==> src/rtl/regfile_scoreboard_if.sv <==
// regfile_scoreboard_if: decode-stage operand, writeback and claim signals of the register file.
interface regfile_scoreboard_if #(
    parameter int DATA_W = 32,
    parameter int ADDR_W = 5
);
    logic [ADDR_W-1:0] rs_addr;
    logic [ADDR_W-1:0] rt_addr;
    logic              use_rs;
    logic              use_rt;
    logic [DATA_W-1:0] read_data_1;
    logic [DATA_W-1:0] read_data_2;
    logic              reg_write_en;
    logic [ADDR_W-1:0] write_addr;
    logic [DATA_W-1:0] write_data;
    logic              claim_en;
    logic [ADDR_W-1:0] claim_addr;
    logic              busy_1;
    logic              busy_2;
    logic              stall;
    logic [1:0]        cmp_mode;
    logic              cmp_true;

    modport master (
        output rs_addr, rt_addr, use_rs, use_rt, reg_write_en, write_addr, write_data,
               claim_en, claim_addr, cmp_mode,
        input  read_data_1, read_data_2, busy_1, busy_2, stall, cmp_true
    );

    modport slave (
        input  rs_addr, rt_addr, use_rs, use_rt, reg_write_en, write_addr, write_data,
               claim_en, claim_addr, cmp_mode,
        output read_data_1, read_data_2, busy_1, busy_2, stall, cmp_true
    );
endinterface

==> src/rtl/regfile_scoreboard.sv <==
// regfile_scoreboard: register file with write bypass, pending-write scoreboard,
// hazard stall and branch comparator on the bypassed operands.
module regfile_scoreboard #(
    parameter int DATA_W   = 32,
    parameter int ADDR_W   = 5,
    parameter bit ZERO_REG = 1'b1,
    parameter bit BYPASS   = 1'b1
) (
    input logic                 clk,
    input logic                 reset_n,
    regfile_scoreboard_if.slave bus
);
    localparam int DEPTH = 2 ** ADDR_W;

    logic [DATA_W-1:0] regs [DEPTH];
    logic [DEPTH-1:0]  pending;
    logic              wr_ok, cl_ok;
    logic              zero_1, zero_2, hit_1, hit_2;

    assign wr_ok  = bus.reg_write_en && !(ZERO_REG && bus.write_addr == '0);
    assign cl_ok  = bus.claim_en && !(ZERO_REG && bus.claim_addr == '0);
    assign zero_1 = ZERO_REG && bus.rs_addr == '0;
    assign zero_2 = ZERO_REG && bus.rt_addr == '0;
    assign hit_1  = BYPASS && bus.reg_write_en && bus.write_addr == bus.rs_addr;
    assign hit_2  = BYPASS && bus.reg_write_en && bus.write_addr == bus.rt_addr;

    always_ff @(posedge clk or negedge reset_n) begin
        if (!reset_n) begin
            for (int i = 0; i < DEPTH; i++) regs[i] <= '0;
            pending <= '0;
        end else begin
            if (wr_ok) regs[bus.write_addr] <= bus.write_data;
            if (wr_ok) pending[bus.write_addr] <= 1'b0;
            // claim is applied last so a newer producer keeps ownership
            if (cl_ok) pending[bus.claim_addr] <= 1'b1;
        end
    end

    always_comb begin
        bus.read_data_1 = zero_1 ? '0 : hit_1 ? bus.write_data : regs[bus.rs_addr];
        bus.read_data_2 = zero_2 ? '0 : hit_2 ? bus.write_data : regs[bus.rt_addr];
        bus.busy_1      = !zero_1 && pending[bus.rs_addr] && !hit_1;
        bus.busy_2      = !zero_2 && pending[bus.rt_addr] && !hit_2;
        bus.stall       = (bus.busy_1 && bus.use_rs) || (bus.busy_2 && bus.use_rt);
        bus.cmp_true    = bus.cmp_mode == 2'b00 ? bus.read_data_1 == bus.read_data_2 :
                          bus.cmp_mode == 2'b01 ? bus.read_data_1 != bus.read_data_2 :
                          bus.cmp_mode == 2'b10 ? bus.read_data_1[DATA_W-1] :
                                                  !bus.read_data_1[DATA_W-1];
    end
endmodule

==> src/flat_wrapper.sv <==
// flat-port wrapper written by rule: the top's interface ports become plain ports
module regfile_scoreboard_flat 
#(
    parameter int DATA_W   = 32,
    parameter int ADDR_W   = 5,
    parameter bit ZERO_REG = 1'b1,
    parameter bit BYPASS   = 1'b1
)
  (clk, reset_n, bus_rs_addr, bus_rt_addr, bus_use_rs, bus_use_rt, bus_reg_write_en, bus_write_addr, bus_write_data, bus_claim_en, bus_claim_addr, bus_cmp_mode, bus_read_data_1, bus_read_data_2, bus_busy_1, bus_busy_2, bus_stall, bus_cmp_true);
  regfile_scoreboard_if #(.DATA_W(DATA_W), .ADDR_W(ADDR_W)) bus_i ();
  input logic clk;
  input logic reset_n;
  input wire logic [$bits(bus_i.rs_addr)-1:0] bus_rs_addr;
  input wire logic [$bits(bus_i.rt_addr)-1:0] bus_rt_addr;
  input wire logic [$bits(bus_i.use_rs)-1:0] bus_use_rs;
  input wire logic [$bits(bus_i.use_rt)-1:0] bus_use_rt;
  input wire logic [$bits(bus_i.reg_write_en)-1:0] bus_reg_write_en;
  input wire logic [$bits(bus_i.write_addr)-1:0] bus_write_addr;
  input wire logic [$bits(bus_i.write_data)-1:0] bus_write_data;
  input wire logic [$bits(bus_i.claim_en)-1:0] bus_claim_en;
  input wire logic [$bits(bus_i.claim_addr)-1:0] bus_claim_addr;
  input wire logic [$bits(bus_i.cmp_mode)-1:0] bus_cmp_mode;
  output wire logic [$bits(bus_i.read_data_1)-1:0] bus_read_data_1;
  output wire logic [$bits(bus_i.read_data_2)-1:0] bus_read_data_2;
  output wire logic [$bits(bus_i.busy_1)-1:0] bus_busy_1;
  output wire logic [$bits(bus_i.busy_2)-1:0] bus_busy_2;
  output wire logic [$bits(bus_i.stall)-1:0] bus_stall;
  output wire logic [$bits(bus_i.cmp_true)-1:0] bus_cmp_true;
  assign bus_i.rs_addr = bus_rs_addr;
  assign bus_i.rt_addr = bus_rt_addr;
  assign bus_i.use_rs = bus_use_rs;
  assign bus_i.use_rt = bus_use_rt;
  assign bus_i.reg_write_en = bus_reg_write_en;
  assign bus_i.write_addr = bus_write_addr;
  assign bus_i.write_data = bus_write_data;
  assign bus_i.claim_en = bus_claim_en;
  assign bus_i.claim_addr = bus_claim_addr;
  assign bus_i.cmp_mode = bus_cmp_mode;
  assign bus_read_data_1 = bus_i.read_data_1;
  assign bus_read_data_2 = bus_i.read_data_2;
  assign bus_busy_1 = bus_i.busy_1;
  assign bus_busy_2 = bus_i.busy_2;
  assign bus_stall = bus_i.stall;
  assign bus_cmp_true = bus_i.cmp_true;
  regfile_scoreboard #(.DATA_W(DATA_W), .ADDR_W(ADDR_W), .ZERO_REG(ZERO_REG), .BYPASS(BYPASS)) u_core (.clk(clk), .reset_n(reset_n), .bus(bus_i));
endmodule
==> config.mk <==
export PLATFORM = sky130hd
export DESIGN_NAME = regfile_scoreboard_flat
export DESIGN_NICKNAME = d
export VERILOG_FILES = /design/src/rtl/regfile_scoreboard_if.sv /design/src/rtl/regfile_scoreboard.sv /design/src/flat_wrapper.sv
export SDC_FILE = /design/constraint.sdc
export NUM_CORES = 2
export LEC_CHECK = 0
export BUFFER_PORTS_ARGS = -buffer_cell sky130_fd_sc_hd__buf_4
export CAP_MARGIN = 20
export CORE_ASPECT_RATIO = 0.5
export CORE_MARGIN = 4
export CORE_UTILIZATION = 25
export CTS_BUF_LIST = sky130_fd_sc_hd__clkbuf_16
export DETAILED_ROUTE_END_ITERATION = 12
export PLACE_DENSITY_LB_ADDON = 0.08
export SYNTH_ARGS = -nofsm -noshare
export SYNTH_HDL_FRONTEND = slang
export SYNTH_SLANG_ARGS = --single-unit
==> constraint.sdc <==
create_clock -name clk -period 12.14 [get_ports clk]
set_clock_uncertainty 0.1 [all_clocks]
set_input_delay 2.428 -clock clk [delete_from_list [all_inputs] [get_ports clk]]
set_output_delay 2.428 -clock clk [all_outputs]
set_load 0.005 [all_outputs]
==> key figures <==
Outcome
  – Status: finished, final reports clean

Synthesis
  – Leading post-synthesis cells by instance count: dfrtp_1 (1056), mux2_2 (1002), mux4_2 (484), clkbuf_1 (250), mux2i_1 (116)
  – Synth area leaders: dfrtp_1 (46%), mux2_2 (20%), mux4_2 (19%), mux2i_1 (2.0%), clkbuf_1 (1.6%)
  – Post-synth top area share: 0.460
  – Syn Nets: 3968
  – Post-Syn Area: around 57000 um^2
  – Synth Flop Type: dfrtp_1
  – Leading area contributor after synthesis: dfrtp_1
  – Most common cell in the synthesized netlist: dfrtp_1
  – Yosys reg bits: ~1.1k
  – Syn Inst Count: 3908
  – Synth cell types: between 80 and 90
  – Syn. warnings: 0
  – Post-synth EDFFs: 0
  – Avg Cell Area, Syn: between 10 and 15 um^2
  – Ys async rst share: 1.00
  – Sequential area share after synthesis: 0.460

Final layout
  – Post-Layout Cell Count: between 7k and 8k
  – Layout cell share with drive strength beyond 1: 0.503
  – Nets: between 3k and 4k
  – Area added between synthesis and finish: 13.6%
  – Fillers: 23.0k

Route
  – Vias: 38.1k
  – # DRC: 0
  – Vias per cell: ~5.4
  – Wirelength per Cell: 37.4 um
  – Total Wirelength: 263000 um
  – Post-route ant nets: 0
  – Iter 0 DRT Violations: about 3k
  – DRT Pass-1 Iters: 6

Pwr
  – Total power: 10700 uW
  – Combinational share of power: 0.228
  – PD cells: 163 nW/um^2
  – Net Sw Power: approximately 3200 uW
  – P_leak: 0.0276 uW
  – Clock Power Share: 0.333
  – Internal power: 7420 uW
  – IR drop worst, VDD: 0.000114 V
  – Sw Ratio: 0.304
  – Power share of the sequential group: 0.440

Global route
  – Grt ovf: 0
  – Largest net degree at the start of global routing: between 150 and 200
  – Vias in the first global route: 39.1k
  – Initial antenna violation count: 22
  – All-Layer GR Usage: 0.217
  – First-pass GRT wire length: 358000 um

Timing
  – Sum Neg Setup Slack: 0 ns
  – Min Hold Slack: roughly 0.3 ns
  – Minimum clock period: 10.05 ns
  – Final hold violation count: 0
  – FMAX: 99.5 MHz
  – Final setup fails: 0
  – Unrepaired setup endpoints after global routing: false
  – Slew @ Worst Pin: 1.20 ns
  – Slew headroom: 0.194
  – Tcrit/Tclk final: 0.828
  – Slew Viols, Final: 0

Clock tree
  – CTS tree: done
  – H-tree Lvls: 3
  – Skew-Pair Late Insertion Delay: 0.74 ns
  – Clock Root Buffer: clkbuf_16
  – Max Root-Sink Buffers: 3
  – # hold bufs at CTS: 0
  – Post_cts resized: 0
  – Number of CTS-inserted buffers: 117
  – Clock sinks: 1056
  – Postcts setup bufs: 0
  – Clock slew at reported path FFs: 0.06 ns

Worst setup path
  – Worst setup SP type: input port
  – Critical Path AT: about 7.5 ns
  – Worst reg2reg path depth: 1
  – Worst-path fanout max: 49
  – WS Path Type: in -> out
  – Crit path capture type: output port
  – WP data required: 9.61 ns

Placement
  – # port buffers: roughly 130
  – DP Wirelength: 163000 um
  – Placed Instances: around 6.8k
  – GPL Wtd Cong: 0.784

Floorplan
  – Core Rows: 124
  – Die H: 347 um
  – Die area: about 240000 um^2
  – Placeable Area: 229000 um^2
  – Initial Util: 0.251
  – Die span in x: 686 um
  – IO Pins: 128

Flow run
  – Max Cap Violations: 0

Min path
  – Type of the worst min-delay path: reg -> reg
  – Hold depth: 0
## per-layer routing
layer,part of all wire,vias to the layer above,track usage
met5,0.000049,-,0
met4,0.025,2,0.0526
met3,0.049,283,0.0344
met2,0.46,1136,0.340
met1,0.47,21557,0.314
li1,-,15130,-
## through the flow
| stage | utilization | area (um^2) | worst slack [ns] |
|---|---|---|---|
| CTS | 0.285 | 65300 | 2.09 |
| finish | 0.286 | 65300 | 2.09 |
| detailed placement | 0.270 | 61700 | 2.10 |
| floorplan | - | 57500 | 4.66 |
| global placement | 0.269 | 61500 | 1.97 |
| global route | 0.286 | 65300 | 1.90 |
## placed cells by master (no fill, tap or decap), types with 40 or more instances in the layout
| cell | count |
|---|---|
| nor2_1 | 42 |
| mux2_2 | 1002 |
| buf_4 | 241 |
| mux4_2 | 484 |
| o22ai_1 | 51 |
| dfrtp_1 | 1056 |
| clkbuf_16 | 118 |
| o21ai_0 | 56 |
| nand2_1 | 88 |
| mux2i_1 | 116 |
| a22oi_1 | 93 |
| nand3_1 | 40 |
## flip-flops by register name (all words and copies together), names as in the netlist
signal / cells
u_core.regs: 1024
u_core.pending: 32
## critical path, stage by stage
cell and delay [ns]:
buf_8 0.48, buf_12 0.40, buf_4 0.45, mux2i_1 0.13
a22oi_1 0.38, nand3_1 0.12, and4b_1 0.25, nor3_1 0.61
xnor2_1 0.35, o2111ai_1 0.66, nor3_2 0.35, a41oi_2 0.27
xnor2_1 0.22, buf_4 0.14
## cell type report
cell class	instances	area, um^2	share of cell area
multi-input combinational	2402	29100	0.445
antenna	5	12.5	0.000192
inverter	13	50.0	0.000766
clock inverter	98	654	0.0100
tap	3087	3860	0.0591
sequential	1056	26400	0.404
clock buffer	118	2950	0.0452
timing repair buffer	267	2300	0.0352
## worst paths after layout
path | startpoint | end | slack (ns)
min reg2reg | u_core.regs[1020]$_DFFE_PN0P_ | u_core.regs[1020]$_DFFE_PN0P_ | 0.30
max in group asynchronous | reset_n | u_core.regs[810]$_DFFE_PN0P_ | 8.12
max reg2reg | u_core.regs[81]$_DFFE_PN0P_ | u_core.regs[81]$_DFFE_PN0P_ | 11.20
max | bus_rt_addr[0] | bus_cmp_true | 2.09
min | u_core.regs[1020]$_DFFE_PN0P_ | u_core.regs[1020]$_DFFE_PN0P_ | 0.30
min in group asynchronous | reset_n | u_core.regs[369]$_DFFE_PN0P_ | 1.54
## power groups by stage
stage | clock network (uW) | registers, uW | logic (uW)
floorplan | 0 | 4550 | 1670
global placement | 0 | 4710 | 2420
detailed placement | 0 | 4740 | 2440
CTS | 3660 | 4670 | 2450
global route | 3800 | 4770 | 2580
finish | 3550 | 4690 | 2430
## cell families after synthesis
logic type      synth area share
compound gates            0.0539
xor+xnor                 0.00609
buf+inv                   0.0401
flops                      0.460
mux                        0.410
simple gates              0.0301
(Power assumes the default switching activity.)
